### config.mk
export PLATFORM = sky130hd
export DESIGN_NAME = mem_dump_ctrl
export DESIGN_NICKNAME = d
export VERILOG_FILES = /design/src/rtl/mem_dump_ctrl.sv
export SDC_FILE = /design/constraint.sdc
export NUM_CORES = 1
export LEC_CHECK = 0
export ABC_AREA = 0
export BUFFER_PORTS_ARGS = -buffer_cell sky130_fd_sc_hd__buf_2
export CORE_UTILIZATION = 39
export CTS_CLUSTER_DIAMETER = 50
export CTS_CLUSTER_SIZE = 14
export DETAILED_ROUTE_END_ITERATION = 7
export SYNTH_ARGS = -nofsm -noshare
export SYNTH_HDL_FRONTEND = slang
export SYNTH_SLANG_ARGS = --single-unit
### constraint.sdc
create_clock -name clk -period 3.2 [get_ports clk]
set_input_delay 0.64 -clock clk [delete_from_list [all_inputs] [get_ports clk]]
set_output_delay 0.64 -clock clk [all_outputs]
set_load 0.02 [all_outputs]
### src/rtl/mem_dump_ctrl.sv
// Memory read-back engine: streams LEN bytes from BASE out of a data_mem-style port.
// One read in flight at a time; per-byte period RD_LAT+2 cycles; OUT holds until dout_ready.
module mem_dump_ctrl #(
  parameter int AW     = 12,
  parameter int DW     = 8,
  parameter int RD_LAT = 1
) (
  input  logic          clk,
  input  logic          reset,
  input  logic          start,
  input  logic [AW-1:0] base_addr,
  input  logic [AW:0]   length,
  input  logic          abort,
  output logic [AW-1:0] m_addr,
  input  logic [DW-1:0] m_rdata,
  output logic          m_rd,
  output logic          m_wr,
  output logic          m_en,
  output logic [DW-1:0] dout_data,
  output logic [AW-1:0] dout_addr,
  output logic          dout_valid,
  input  logic          dout_ready,
  output logic          busy,
  output logic          done
);

  typedef enum logic [2:0] {S_IDLE, S_ISSUE, S_WAIT, S_OUT, S_DONE} state_t;

  localparam logic [AW:0]   REM_ONE  = 1;
  localparam logic [AW-1:0] ADDR_ONE = 1;
  localparam logic [2:0]    W_ONE    = 3'd1;
  localparam logic [2:0]    W_INIT   = 3'(RD_LAT);

  state_t        state, state_nxt;
  logic [AW-1:0] addr;
  logic [AW:0]   rem;
  logic [2:0]    wcnt;
  logic          abort_pend;

  always_ff @(posedge clk) begin
    if (reset) state <= S_IDLE;
    else       state <= state_nxt;
  end

  always_comb begin
    state_nxt = state;
    unique case (state)
      S_IDLE:  if (start) state_nxt = (length == '0) ? S_DONE : S_ISSUE;
      S_ISSUE: state_nxt = S_WAIT;
      S_WAIT:  if (wcnt == W_ONE) state_nxt = S_OUT;
      // An abort arriving in the handshake cycle itself still ends the dump here.
      S_OUT:   if (dout_ready)
                 state_nxt = (rem == REM_ONE || abort_pend || abort) ? S_DONE : S_ISSUE;
      S_DONE:  state_nxt = S_IDLE;
      default: state_nxt = S_IDLE;
    endcase
  end

  always_comb begin
    m_en       = 1'b0;
    m_rd       = 1'b0;
    m_addr     = '0;
    dout_valid = 1'b0;
    done       = 1'b0;
    busy       = (state != S_IDLE);
    unique case (state)
      S_ISSUE: begin
        m_en   = 1'b1;
        m_rd   = 1'b1;
        m_addr = addr;
      end
      S_OUT:   dout_valid = 1'b1;
      S_DONE:  done = 1'b1;
      default: ;
    endcase
  end

  assign m_wr      = 1'b0;
  assign dout_addr = addr;

  always_ff @(posedge clk) begin
    if (reset) begin
      addr       <= '0;
      rem        <= '0;
      wcnt       <= '0;
      abort_pend <= 1'b0;
      dout_data  <= '0;
    end else begin
      if (state == S_IDLE)
        abort_pend <= 1'b0;
      else if (abort && state != S_DONE)
        abort_pend <= 1'b1;

      unique case (state)
        S_IDLE: if (start) begin
          addr <= base_addr;
          rem  <= length;
        end
        S_ISSUE: wcnt <= W_INIT;
        S_WAIT: begin
          wcnt <= wcnt - W_ONE;
          if (wcnt == W_ONE) dout_data <= m_rdata;
        end
        S_OUT: if (dout_ready) begin
          rem  <= rem - REM_ONE;
          addr <= addr + ADDR_ONE;
        end
        default: ;
      endcase
    end
  end

endmodule

==> flow_summary.ini <==
[power]
seqPwrFrac_pct = 45.3
combPwrFrac_pct = 27.1
power.internal_mw = 0.878
swShare_pct = 33.9
ir_drop_v = 0.000217
leakage_nw = 1.31
clockPowerShare_pct = 27.6
power.density_nw_per_um2 = 443
power.switching_mw = 0.450

[detailed_routing]
dr.pass1.iters = 4
via_per_inst = 5.62
vias = 2550
ant_nets = 0
drc = 0
routedWlPerCell_um = 15.1
drt_iter0_markers = 211
wirelength_um = 6860

[worst_setup_path]
path_max_fanout = 18
arrival_ns = 1.76
required_ns = 2.56
worstSetupPathType = flop to output pin
startpoint_type = flop
r2r_slack_ns = 0.96
worst_setup_path_end_kind = output pin

[worst_hold_path]
hp-class = flop to flop

[sta]
tns_ns = 0
finalMaxSlewViolations = 0
rsz0062_at_grt = no
period_minus_slack_ns = 2.40
worst_pin_slew_ns = 0.913
fmax_ghz = 0.416
skew_ns = 0.00402
fin_crit_sh_pct = 75.1
maxSlewHeadroom_pct = 39.1
setup_viol = 0
hold_viol = 0

[synthesis]
synth_top_cells_by_area = dfxtp_1, a21oi_1, and2_1, nor2_1, mux2i_1
syn_inst = 318
netlist_area_um2 = 2530
synth_cell_types = 62
yosysWarnings = 0
syn_area_per_cell_um2 = 7.94
synth_common_cells = dfxtp_1, a21oi_1, nor2_1, and2_1, nand2_1
synth_flop_cell = dfxtp_1
synth_most_common_cell = dfxtp_1
ys_ff_latch = 40
synthArstFlopShare_pct = 0
synth_edf_count = 0
yosysSeqAreaShare_pct = 31.7
synth_nets = 361
synth_top_area_cell = dfxtp_1
synth_top_area_share_pct = 31.7

[status]
status = complete, no violations

[clocking]
root_buffer = clkbuf_8
clk_pin_slew_worst_paths_ns = 0.08
cts_resized = 0
clock_sinks = 40
post_cts_buffers = 0
ctsHtreeMaxLevel = 2
cts_hold_buf = 0
worstSkewPairLatency_ns = 0.29
numCtsBuffers = 5
cts_tree = done
cts_buffer_depth = 2

[job]
drv_cap = 0

[floorplan]
die_w_um = 82.5
rows = 28
die_h_um = 82.5
start_util_pct = 41.4
fp.dieArea_um2 = 6800
ios = 76
core_um2 = 6100

[grt]
track_usage_pct = 20.5
grt_pass1_wl_um = 10600
grt_pass1_vias = 2206
grt_start_max_net_pins = 47
antenna_found_initial = 0
overflow = 0

[final_layout]
drive_above_1_share_pct = 26.1
area_delta_synth_final_pct = 18.6
fin_nets = 422
fin_area_um2 = 3000
n_antenna_cell = 0

[placement]
gp_congestion = 0.794
dp_hpwl_um = 4820
placed_area_um2 = 2900
port_buffers = 74
==> worst paths after layout <==
path                            from                         to  cells after the start
min reg2reg  abort_pend$_SDFFE_PP0P_    abort_pend$_SDFFE_PP0P_                      2
min          abort_pend$_SDFFE_PP0P_    abort_pend$_SDFFE_PP0P_                      2
max            state[0]$_SDFFE_PP0P_                 m_addr[11]                      4
max reg2reg    state[1]$_SDFFE_PP0P_  dout_addr[9]$_SDFFE_PP0P_                      5
==> flip-flops by register name, summed over array words and instances, names as in the netlist <==
signal      flops
rem            13
dout_addr      12
dout_data       8
state           3
wcnt            3
abort_pend      1
==> logic make-up after synthesis <==
logic type	synth area share (%)
xor gates and xnor gates	0.347
and+or+nand+nor	31.0
adders and majority gates	2.48
other	0.148
DFF	31.7
buffers and inverters	7.03
muxes	3.62
AOI/OAI and AO/OA	23.7
==> power groups by stage <==
stage,registers [mW],logic (mW),clock network (mW)
6_report,0.601,0.360,0.367
5_1_grt,0.611,0.396,0.403
4_1_cts,0.601,0.361,0.377
3_5_place_dp,0.612,0.360,0
3_3_place_gp,0.611,0.355,0
2_1_floorplan,0.609,0.257,0
==> cells in the final DEF (no fill, tap or decap), types with 3 or more instances in the layout <==
cell      count
a211oi_1      4
a21oi_1      27
a31oi_1       4
and2_1       19
buf_2        74
buf_4         5
clkbuf_8      7
dfxtp_1      40
ha_1          5
inv_1        13
mux2i_1       8
nand2_1      19
nand2b_1      6
nand3_1      10
nand4_1       6
nor2_1       27
nor3_1       11
nor3_2        3
nor3b_1       4
nor4_1        6
o21ai_0      16
o22ai_1       4
o31ai_1       3
o32ai_1       6
or3_1         4
or4_1         4
==> layout make-up <==
cell class | instances | area (um^2)
Clock buffer | 7 | 96.3
Fill cell | 646 | 3100
Inverter | 13 | 48.8
Multi-Input combinational cell | 240 | 1550
Sequential cell | 40 | 801
Tap cell | 75 | 93.8
Timing Repair Buffer | 79 | 408
==> critical path, stage by stage, from the launching register on <==
cell and delay [ns]:
dfxtp_1 0.70, nor3b_1 0.26, buf_4 0.21, and2_1 0.13, buf_2 0.16
==> metrics by stage <==
stage                     util, %  power, mW  cells  hold slack (ns)  setup WS [ns]
after floorplan                 -      0.866    318            0.455           1.13
after global placement       47.6      0.966    447            0.468          0.978
after detailed placement     47.6      0.973    447            0.477          0.941
after CTS                    49.1       1.34    454            0.493          0.769
after global routing         49.1       1.41    454            0.529          0.651
final                        49.1       1.33    454            0.491          0.798
==> routing by layer <==
metal	vias up	routed length, um	global-route usage (%)
li1	1293	-	-
met1	1197	3380	28.2
met2	52	3170	33.3
met3	8	258	3.30
met4	0	59	5.26
met5	-	0	0
Power figures use the tool's default switching activity.
